--- src/rtl/riscv_v_pkg.sv ---
// Shared vector-unit types: RF address/data, LMUL encoding and
// read-sequencer state.
package riscv_v_pkg;

  localparam int RISCV_V_VLEN      = 64;
  localparam int RISCV_V_MAX_GROUP = 8;

  typedef logic [4:0]              riscv_v_rf_addr_t;
  typedef logic [RISCV_V_VLEN-1:0] riscv_v_data_t;

  typedef enum logic [1:0] {
    LMUL1,
    LMUL2,
    LMUL4,
    LMUL8
  } riscv_v_lmul_t;

  typedef enum logic {
    IDLE,
    ISSUE
  } riscv_v_rd_seq_state_t;

  // Index of the final register in a group (n_beats - 1).
  function automatic logic [2:0] lmul_last(input riscv_v_lmul_t l);
    logic [2:0] r;
    r = 3'd0;
    unique case (l)
      LMUL1: r = 3'd0;
      LMUL2: r = 3'd1;
      LMUL4: r = 3'd3;
      LMUL8: r = 3'd7;
    endcase
    return r;
  endfunction

endpackage

--- src/rtl/riscv_v_rf_rd_seq.sv ---
// Vector RF operand read sequencer: walks an LMUL register group one
// register per beat and registers the RF read data toward execute.
module riscv_v_rf_rd_seq
  import riscv_v_pkg::*;
#(
  parameter int MAX_LMUL_LOG2 = 3,
  parameter bit CHECK_ALIGN   = 1'b1
) (
  input  logic             clk,
  input  logic             rst,
  input  logic             req_valid,
  output logic             req_ready,
  input  riscv_v_rf_addr_t req_vs1,
  input  riscv_v_rf_addr_t req_vs2,
  input  riscv_v_rf_addr_t req_vd,
  input  logic [1:0]       req_lmul,
  input  logic             kill,
  output riscv_v_rf_addr_t rd_addr_A,
  output riscv_v_rf_addr_t rd_addr_B,
  input  riscv_v_data_t    rf_data_A,
  input  riscv_v_data_t    rf_data_B,
  output logic             op_valid,
  input  logic             op_ready,
  output riscv_v_data_t    op_a,
  output riscv_v_data_t    op_b,
  output riscv_v_rf_addr_t op_vd,
  output logic [2:0]       op_beat,
  output logic             op_last,
  output logic             err
);

  riscv_v_rd_seq_state_t state;
  riscv_v_rf_addr_t      vs1_q;
  riscv_v_rf_addr_t      vs2_q;
  riscv_v_rf_addr_t      vd_q;
  logic [2:0]            beat;
  logic [2:0]            last_beat;
  logic [2:0]            req_mask;
  logic                  lmul_bad;
  logic                  align_bad;
  logic                  req_bad;
  logic                  advance;

  assign req_mask  = lmul_last(riscv_v_lmul_t'(req_lmul));
  assign lmul_bad  = {30'd0, req_lmul} > 32'(MAX_LMUL_LOG2);
  assign align_bad = CHECK_ALIGN &&
                     (|(req_vs1[2:0] & req_mask) ||
                      |(req_vs2[2:0] & req_mask) ||
                      |(req_vd[2:0]  & req_mask));
  assign req_bad   = lmul_bad || align_bad;

  assign req_ready = (state == IDLE);
  assign advance   = !op_valid || op_ready;
  assign rd_addr_A = vs1_q + {2'b00, beat};
  assign rd_addr_B = vs2_q + {2'b00, beat};

  // beat is left on the final index after the last capture so the
  // RF addresses keep their last value while idle.
  always_ff @(posedge clk) begin
    if (rst) begin
      state     <= IDLE;
      vs1_q     <= '0;
      vs2_q     <= '0;
      vd_q      <= '0;
      beat      <= '0;
      last_beat <= '0;
      op_valid  <= 1'b0;
      op_a      <= '0;
      op_b      <= '0;
      op_vd     <= '0;
      op_beat   <= '0;
      op_last   <= 1'b0;
      err       <= 1'b0;
    end else begin
      err <= 1'b0;
      if (kill) begin
        state    <= IDLE;
        op_valid <= 1'b0;
        beat     <= '0;
      end else begin
        unique case (state)
          IDLE: begin
            if (op_ready) op_valid <= 1'b0;
            if (req_valid) begin
              if (req_bad) begin
                err <= 1'b1;
              end else begin
                vs1_q     <= req_vs1;
                vs2_q     <= req_vs2;
                vd_q      <= req_vd;
                last_beat <= req_mask;
                beat      <= '0;
                state     <= ISSUE;
              end
            end
          end
          ISSUE: begin
            if (advance) begin
              op_a     <= rf_data_A;
              op_b     <= rf_data_B;
              op_vd    <= vd_q + {2'b00, beat};
              op_beat  <= beat;
              op_last  <= (beat == last_beat);
              op_valid <= 1'b1;
              if (beat == last_beat) state <= IDLE;
              else beat <= beat + 3'd1;
            end
          end
        endcase
      end
    end
  end

endmodule
--- config.mk ---
export PLATFORM = sky130hd
export DESIGN_NAME = riscv_v_rf_rd_seq
export DESIGN_NICKNAME = d
export VERILOG_FILES = /design/src/rtl/riscv_v_pkg.sv /design/src/rtl/riscv_v_rf_rd_seq.sv
export SDC_FILE = /design/constraint.sdc
export NUM_CORES = 1
export LEC_CHECK = 0
export BUFFER_PORTS_ARGS = -buffer_cell sky130_fd_sc_hd__buf_4
export CAP_MARGIN = 30
export CORE_ASPECT_RATIO = 1.2
export CORE_MARGIN = 8
export CORE_UTILIZATION = 30
export CTS_BUF_LIST = sky130_fd_sc_hd__clkbuf_8 sky130_fd_sc_hd__clkbuf_16
export CTS_CLUSTER_DIAMETER = 60
export CTS_CLUSTER_SIZE = 12
export DETAILED_ROUTE_END_ITERATION = 10
export PLACE_DENSITY = 0.57
export REMOVE_ABC_BUFFERS = 1
export SLEW_MARGIN = 40
export SYNTH_ARGS = -nofsm -noshare
export SYNTH_HDL_FRONTEND = slang
export SYNTH_SLANG_ARGS = --single-unit
--- constraint.sdc ---
create_clock -name clk -period 2.65 [get_ports clk]
set_input_delay 0 -clock clk [delete_from_list [all_inputs] [get_ports clk]]
set_output_delay 0 -clock clk [all_outputs]
set_load 0.05 [all_outputs]
# ---- Yosys cells after proc, flatten, opt, wreduce, memory -nomap -nowiden
# Index checks and enable logic that the tools add are counted.
dict set report totals {
  reg_bits 161
}
dict set report classes {
  addsub 4
  n_eq_ne 9
  n_bitwise 7
  mux 15
  n_reduce_logical 14
}
# cell n
set op_table {}
lappend op_table {{$add 5x3->5} 3}
lappend op_table {{$mux 3} 4}
lappend op_table {{$pmux 3 s4} 1}
lappend op_table {{$and 3x3->3} 3}
lappend op_table {{$reduce_or 3->1} 3}
lappend op_table {{$reduce_and 4->1} 2}
lappend op_table {{$mux 1} 7}
lappend op_table {{$ne 2x2->1 const B} 3}
lappend op_table {{$pmux 3 s2} 1}
lappend op_table {{$eq 2x2->1 const B} 2}
lappend op_table {{$ne 2x1->1 const B} 2}
lappend op_table {{$not 1->1} 4}
lappend op_table {{$pmux 1 s2} 2}
lappend op_table {{$reduce_or 4->1} 1}
lappend op_table {{$add 3x1->3 const B} 1}
lappend op_table {{$eq 3x3->1} 1}
lappend op_table {{$logic_or 1x1->1} 3}
lappend op_table {{$reduce_and 3->1} 1}
lappend op_table {{$eq 2x1->1 const B} 1}
lappend op_table {{$logic_not 2->1} 1}
lappend op_table {{$reduce_and 2->1} 1}
lappend op_table {{$reduce_or 2->1} 1}
lappend op_table {{$logic_not 1->1} 1}

# ---- Depth between registers and ports, before layout
# Gate-level depths: netlist (run 1).
dict set report logic_depth {
  depth_word 9
  depth_mapped 7
  ltp_nobuf 7
}

# ---- Worst setup path after synthesis (run 1)
# OpenSTA, ideal clock, no wires.
dict set report synth_timing {
  kind {reg2out}
  start {reg beat[0]}
  end {out rd_addr_B[4]}
  setup_slack_ps 565
  t_arrival_ps 2085
  path_stages_with_launch 7
  cell_sequence {dfxtp_1 ha_1 inv_1 fa_1 nor2b_1 o21ai_0 xnor2_1}
}
dict set report synth_between {
  elab_chain_cells 1
}
# element line
set synth_lines {}
lappend synth_lines {{start, declared} riscv_v_rf_rd_seq.sv:36} ;# logic [2:0] beat;
lappend synth_lines {{start signal, assigned} riscv_v_rf_rd_seq.sv:106} ;# else beat <= beat + 3'd1;
lappend synth_lines {{$add 5x3->5} riscv_v_rf_rd_seq.sv:55} ;# assign rd_addr_B = vs2_q + {2'b00, beat};
lappend synth_lines {{end, declared} riscv_v_rf_rd_seq.sv:19} ;# output riscv_v_rf_addr_t rd_addr_B,
# Every way passes these cells.

# ---- Final worst setup path (run 1)
# Same ends and word-level chain as after synthesis.

==> flow_summary.json, run 1 <==
{
  "ioPinCount": 300,
  "clk_pin_slew_ns": 0.07,
  "yosysSeqAreaShare": 0.532,
  "slew_headroom": 0.619,
  "root_buffer": "clkbuf_16",
  "num_rows": 57,
  "ys_types": 40,
  "cts_tree": "done",
  "drc": 0,
  "wl_um": 21900,
  "regToRegSetupSlack_ns": 0.69,
  "crit_chain": "ha_1 > inv_1 > fa_1 > nor2b_1 > o21ai_0 > xnor2_1 > buf_4",
  "slowest_delay_ns": 0.51,
  "whs_ns": 0.0514,
  "synth-seq-cells": 161,
  "cts_sinks": 161,
  "met2_usage": 0.287,
  "crit_family": "adder cells",
  "h-tree-depth": 4,
  "ir_worst_vdd_mv": 0.407,
  "start_util": 0.302,
  "finalSetupViolCount": 0,
  "viasPerCell": 4.47,
  "finalCriticalPeriod_ns": 2.27,
  "worstMarginPinSlew_ns": 0.568,
  "synth_top_area_share": 0.532,
  "cts_buffers": 17,
  "hold_path.class": "input pin to flop",
  "avgSynthCellArea_sq_um": 8.29,
  "p_leak_nw": 4.56,
  "yosysWarnings": 0,
  "nFillCells": 1866,
  "antenna_left": 0,
  "grt_pass1_wl_um": 34100,
  "synthTopCellsByArea": "dfxtp_1, nand2_1, a21oi_1",
  "finalMaxSlewViolations": 0,
  "drv_cap": 0,
  "fin_util": 0.527,
  "async_flop_share": 0,
  "grt.overflow.total": 0,
  "rsz0062_at_grt": "no",
  "drive_gt1_frac": 0.293,
  "use_met3": 0.0529,
  "clk_latency_ns": 0.43,
  "final_area_sq_um": 10600,
  "core_region_area_sq_um": 20000,
  "max_freq_mhz": 441,
  "die_h_um": 172,
  "synth_top_area_cell": "dfxtp_1",
  "wl_per_cell_um": 15.3,
  "die_w_um": 146,
  "cp-end-kind": "output pin",
  "area_delta_synth_final_pct": 74.6,
  "antenna_found_initial": 0,
  "cp_num_buf_inv": 2,
  "numPortBuffers": 299,
  "drt_iter0_drc": 302,
  "grt_pass1_vias": 6480,
  "crit_arrival_ns": 2.27,
  "busiest_layer": "met2",
  "synth_area_sq_um": 6050,
  "path_class": "flop to output pin",
  "nets": 1318,
  "hpwlAfterDp_um": 14600,
  "crit_slowest_cell": "dfxtp_1",
  "worst_clock_skew_ns": 0.0118,
  "netlist_instances": 730,
  "multi_input_area_sq_um": 2550,
  "dr.pass1.iters": 4,
  "start_kind": "flop",
  "status": "finished clean",
  "synth_edf_count": 0,
  "clockBufferDepth": 2,
  "hold_violations": 0,
  "power-per-cell-area_nw_per_um2": 517,
  "gp_congestion": 0.762,
  "cp_max_fo": 8,
  "placed_area_sq_um": 8490,
  "timing.final.crit_share": 0.855,
  "register_area_sq_um": 3220,
  "synth_most_common_cell": "nand2_1",
  "grt_usage": 0.168,
  "die_area_sq_um": 25000,
  "grt.met1_usage": 0.186,
  "synth-main-ff-cell": "dfxtp_1",
  "netlist_top_cells_count": "nand2_1, dfxtp_1, a21oi_1",
  "vias": 6404,
  "grt_max_degree": 82,
  "postCtsSetupRepairBufs": 0,
  "cp_data_required_time_ns": 2.65
}
## worst paths after layout
kind,end,depth (start not counted),from
worst max-delay path,rd_addr_B[4],7,beat[0]$_SDFFE_PP0P_
worst min-delay path,vs2_q[3]$_SDFFE_PP0P_,2,rst
worst max register to register,state$_SDFF_PP0_,4,beat[1]$_SDFFE_PP0P_
worst min register to register,op_b[46]$_SDFFE_PP0P_,2,op_b[46]$_SDFFE_PP0P_
## sequential cells by signal, indices dropped and copies added (netlist names)
signal / cells
last_beat: 3
op_valid: 1
op_vd: 5
op_last: 1
vd_q: 5
vs2_q: 5
vs1_q: 5
op_a: 64
op_b: 64
state: 1
beat: 3
op_beat: 3
err: 1
## kinds of logic after synthesis
group	synth area share
AO/OA/AOI/OAI	0.147
multiplexers	0.0281
XOR/XNOR	0.0174
flip-flops	0.532
AND/OR/NAND/NOR	0.197
adder cells (fa/ha/maj)	0.0306
buffers and inverters	0.0477
## cell usage in the layout, fill, tap and decap left out, types with 3 or more instances in the layout
cell type      count
inv_1              6
nor2_1            20
a21o_1             5
xor2_1             3
a21oi_1          140
clkbuf_16         17
fa_1               3
nand2_1          272
nor2b_1            4
dlygate4sd3_1    149
mux2i_1           17
buf_4            301
dfxtp_1          161
inv_6              6
buf_12             5
xnor2_1            9
ha_1              10
o21ai_0            5
## final cells by class
type                            instances  area share
Timing Repair Buffer                  455       0.364
Sequential cell                       161       0.305
Multi-Input combinational cell        513       0.242
Clock buffer                           18      0.0416
Tap cell                              265      0.0314
Clock inverter                         14      0.0135
Inverter                                7     0.00249
Antenna cell                            1    0.000237
## what timing repair did
item                                    in CTS  in global routing
gates resized for setup                      0                  0
endpoints found under the setup margin       0                  0
hold buffers                               149                  0
hold endpoints to repair                   152                  0
## per-layer routing
layer	routed length (um)	vias to the layer above	share of wire
li1	-	3239	-
met1	8920	2907	0.41
met3	1240	52	0.057
met2	10800	206	0.50
met5	0	-	0
met4	890	0	0.041
## metrics by stage
stage	setup TNS [ns]	cells	worst slack (ns)	power, W
after detailed placement	0	1252	0.792	0.00290
after floorplan	-308.44	681	-2.43	0.00263
final	0	1434	0.383	0.00547
after global routing	0	1433	0.193	0.00569
after CTS	0	1433	0.349	0.00556
after global placement	0	1252	0.844	0.00290
## report_power, final
group	internal [W]	switching, W	leakage (nW)
Combinational	0.000337	0.000239	2.98
Sequential	0.00244	0.0000117	1.30
Clock	0.00135	0.00109	0.283
Total	0.00413	0.00134	4.56
No activity file was read; power rests on OpenSTA's default activity.
==> inputs of run 2 (changes only) <==
- ABC_AREA: unset -> 1
- CAP_MARGIN: 30 -> 20
==> run 2 against run 1 <==
Effect of this change: register-to-register slack about the same; critical path depth unchanged; final area increased by 1.5%; hold slack improved by 0.32 ns; sequential power about the same; fmax increased by 8.0%; worst setup slack improved by 0.17 ns; first-iteration DRC count decreased by 0.66%; via count increased by 3.5%; non-clock buffer count increased by 5; largest power group is now the clock network.
==> flow_summary.json, run 2 <==
{
  "status": "finished clean",
  "synthTopCellsByArea": "dfxtp_1, nor2_1, o21ai_0",
  "synth_top_area_share": 0.525,
  "rsz0062_at_grt": "no",
  "finalSetupViolCount": 0,
  "grt_max_degree": 133,
  "clk_pin_slew_ns": 0.07,
  "slowest_delay_ns": 0.45,
  "start_kind": "flop",
  "grt_usage": 0.173,
  "synth_most_common_cell": "nor2_1",
  "ir_worst_vdd_mv": 0.413,
  "cts_tree": "done",
  "timing.final.crit_share": 0.792,
  "drc": 0,
  "async_flop_share": 0,
  "finalCriticalPeriod_ns": 2.10,
  "regToRegSetupSlack_ns": 0.68,
  "die_w_um": 147,
  "worstReg2RegStart": "beat[0]$_SDFFE_PP0P_",
  "layout_common_cells": "nor2_1, buf_4, dfxtp_1, dlygate4sd3_1, o21ai_0",
  "holdPathStages": 4,
  "drt_iter0_drc": 300,
  "netlist_top_cells_count": "nor2_1, dfxtp_1, o21ai_0",
  "avgSynthCellArea_sq_um": 7.56,
  "synth-main-ff-cell": "dfxtp_1",
  "drive_gt1_frac": 0.276,
  "grt_pass1_vias": 6723,
  "crit_family": "adder cells",
  "clockBufferDepth": 2,
  "min_to": "op_b[47]$_SDFFE_PP0P_",
  "cts_buffers": 17,
  "cp_num_buf_inv": 2,
  "crit_chain": "ha_1 > inv_1 > fa_1 > nor2_1 > o21ai_0 > xnor2_1 > buf_4",
  "ctsHoldBuffers": 151,
  "synth_edf_count": 0,
  "path_class": "flop to output pin",
  "synth_area_sq_um": 6140,
  "start_util": 0.304,
  "busiest_layer": "met2",
  "ys_types": 25,
  "grt_pass1_wl_um": 35600,
  "yosysSeqAreaShare": 0.525,
  "slew_headroom": 0.575,
  "post_cts_resized": 0,
  "synth-seq-cells": 161,
  "register_area_sq_um": 3220,
  "postCtsSetupRepairBufs": 0,
  "reg_top3": "op_a x64, op_b x64",
  "area_delta_synth_final_pct": 74.7,
  "viasPerCell": 4.35,
  "hold_path.class": "input pin to flop",
  "ioPinCount": 300,
  "power-per-cell-area_nw_per_um2": 527,
  "dr.pass1.iters": 4,
  "core_region_area_sq_um": 20200,
  "dp_cells": 1338,
  "wl_um": 22200,
  "num_rows": 57,
  "numPortBuffers": 299,
  "antenna_left": 0,
  "root_buffer": "clkbuf_16",
  "hpwlAfterDp_um": 14700,
  "antenna_found_initial": 2,
  "mostFrequentLayoutCell": "nor2_1",
  "fin_cells": 1522,
  "gp_congestion": 0.787,
  "crit_slowest_cell": "dfxtp_1",
  "use_met3": 0.0593,
  "crit_arrival_ns": 2.10,
  "worst_clock_skew_ns": 0.0119,
  "whs_ns": 0.367,
  "hp-start": "rf_data_B[47]",
  "h-tree-depth": 4,
  "met2_usage": 0.303,
  "r2r-end": "op_vd[4]$_SDFFE_PP0P_",
  "p_leak_nw": 4.86,
  "cp_data_required_time_ns": 2.65,
  "hold_violations": 0,
  "nets": 1406,
  "nFillCells": 1890,
  "grt.met1_usage": 0.190,
  "multi_input_area_sq_um": 2530,
  "grt.overflow.total": 0,
  "finalMaxSlewViolations": 0,
  "ff2ff_path_depth": 9,
  "vias": 6628,
  "clk_latency_ns": 0.42,
  "netlist_instances": 812,
  "wl_per_cell_um": 14.6,
  "drv_cap": 0,
  "worstMarginPinSlew_ns": 0.637,
  "synth_top_area_cell": "dfxtp_1",
  "die_area_sq_um": 25300,
  "cp-end-kind": "output pin",
  "yosysWarnings": 0,
  "cts_sinks": 161,
  "cp_max_fo": 6,
  "die_h_um": 173,
  "max_freq_mhz": 476
}
## run 2: cell types whose count changed after synthesis, sizes merged, moves of 10 or more
cell    previous run  this run
mux2i             17         0
a21oi            140        11
buf               31        20
clkbuf            18        28
nor2              20       311
inv                7        40
o21ai              5       140
nand2            272        64
## run 2: stage by stage
step	util	instance area, sq um	worst slack (ns)	total power (W)	TNS [ns]
global route	0.532	10700	0.309	0.00590	0
floorplan	-	5900	-0.751	0.00277	-79.89
detailed placement	0.427	8620	0.699	0.00303	0
global placement	0.427	8620	0.732	0.00303	0
finish	0.532	10700	0.550	0.00566	0
CTS	0.531	10700	0.498	0.00573	0
## run 2: metal layers
layer	vias to the layer above	routed length [um]
li1	3412	-
met1	3010	9180
met2	177	11200
met3	27	1300
met4	2	499
met5	-	13
## run 2: how the worst max path moves through the flow
stage                            end  depth (start not counted)             startpoint  slack (ns)
2_1_floorplan   op_last$_SDFFE_PP0P_                          7  op_valid$_SDFFE_PP0P_       -0.75
3_3_place_gp   op_vd[4]$_SDFFE_PP0P_                          9   beat[0]$_SDFFE_PP0P_        0.73
3_5_place_dp   op_vd[4]$_SDFFE_PP0P_                          9   beat[0]$_SDFFE_PP0P_        0.70
4_1_cts                 rd_addr_B[4]                          7   beat[0]$_SDFFE_PP0P_        0.50
5_1_grt                 rd_addr_B[4]                          7   beat[0]$_SDFFE_PP0P_        0.31
6_report                rd_addr_B[4]                          7   beat[0]$_SDFFE_PP0P_        0.55
## run 2: cells by family (layout without fill, tap and decap cells)
kind of cell / count (synthesis) / in the layout / synth area share
buffers and inverters: 89 / 533 / 0.0644
and+or+nand+nor: 388 / 388 / 0.243
xor gates and xnor gates: 9 / 9 / 0.0128
other: 0 / 1 / 0
AOI/OAI and AO/OA: 152 / 152 / 0.124
adders and majority gates: 13 / 13 / 0.0302
DFF: 161 / 161 / 0.525
## run 2: power by group
group / internal, W / switching, W
sequential: 0.00245 / 0.0000181
clock: 0.00143 / 0.00107
combinational: 0.000379 / 0.000313
## run 2: area by class of cell
type                    instances  share of cell area
inverters                      41              0.0147
repair buffers                460               0.363
diodes                          1            0.000233
clock buffers                  18              0.0409
well taps                     265              0.0309
multi-input cells             562               0.236
flip-flops and latches        161               0.300
clock inverters                14              0.0143
## run 2: worst min-delay path, stage by stage
cell and delay [ns]:
dlygate4sd3_1 0.52, buf_4 0.09, o21ai_0 0.07, nor2_1 0.08
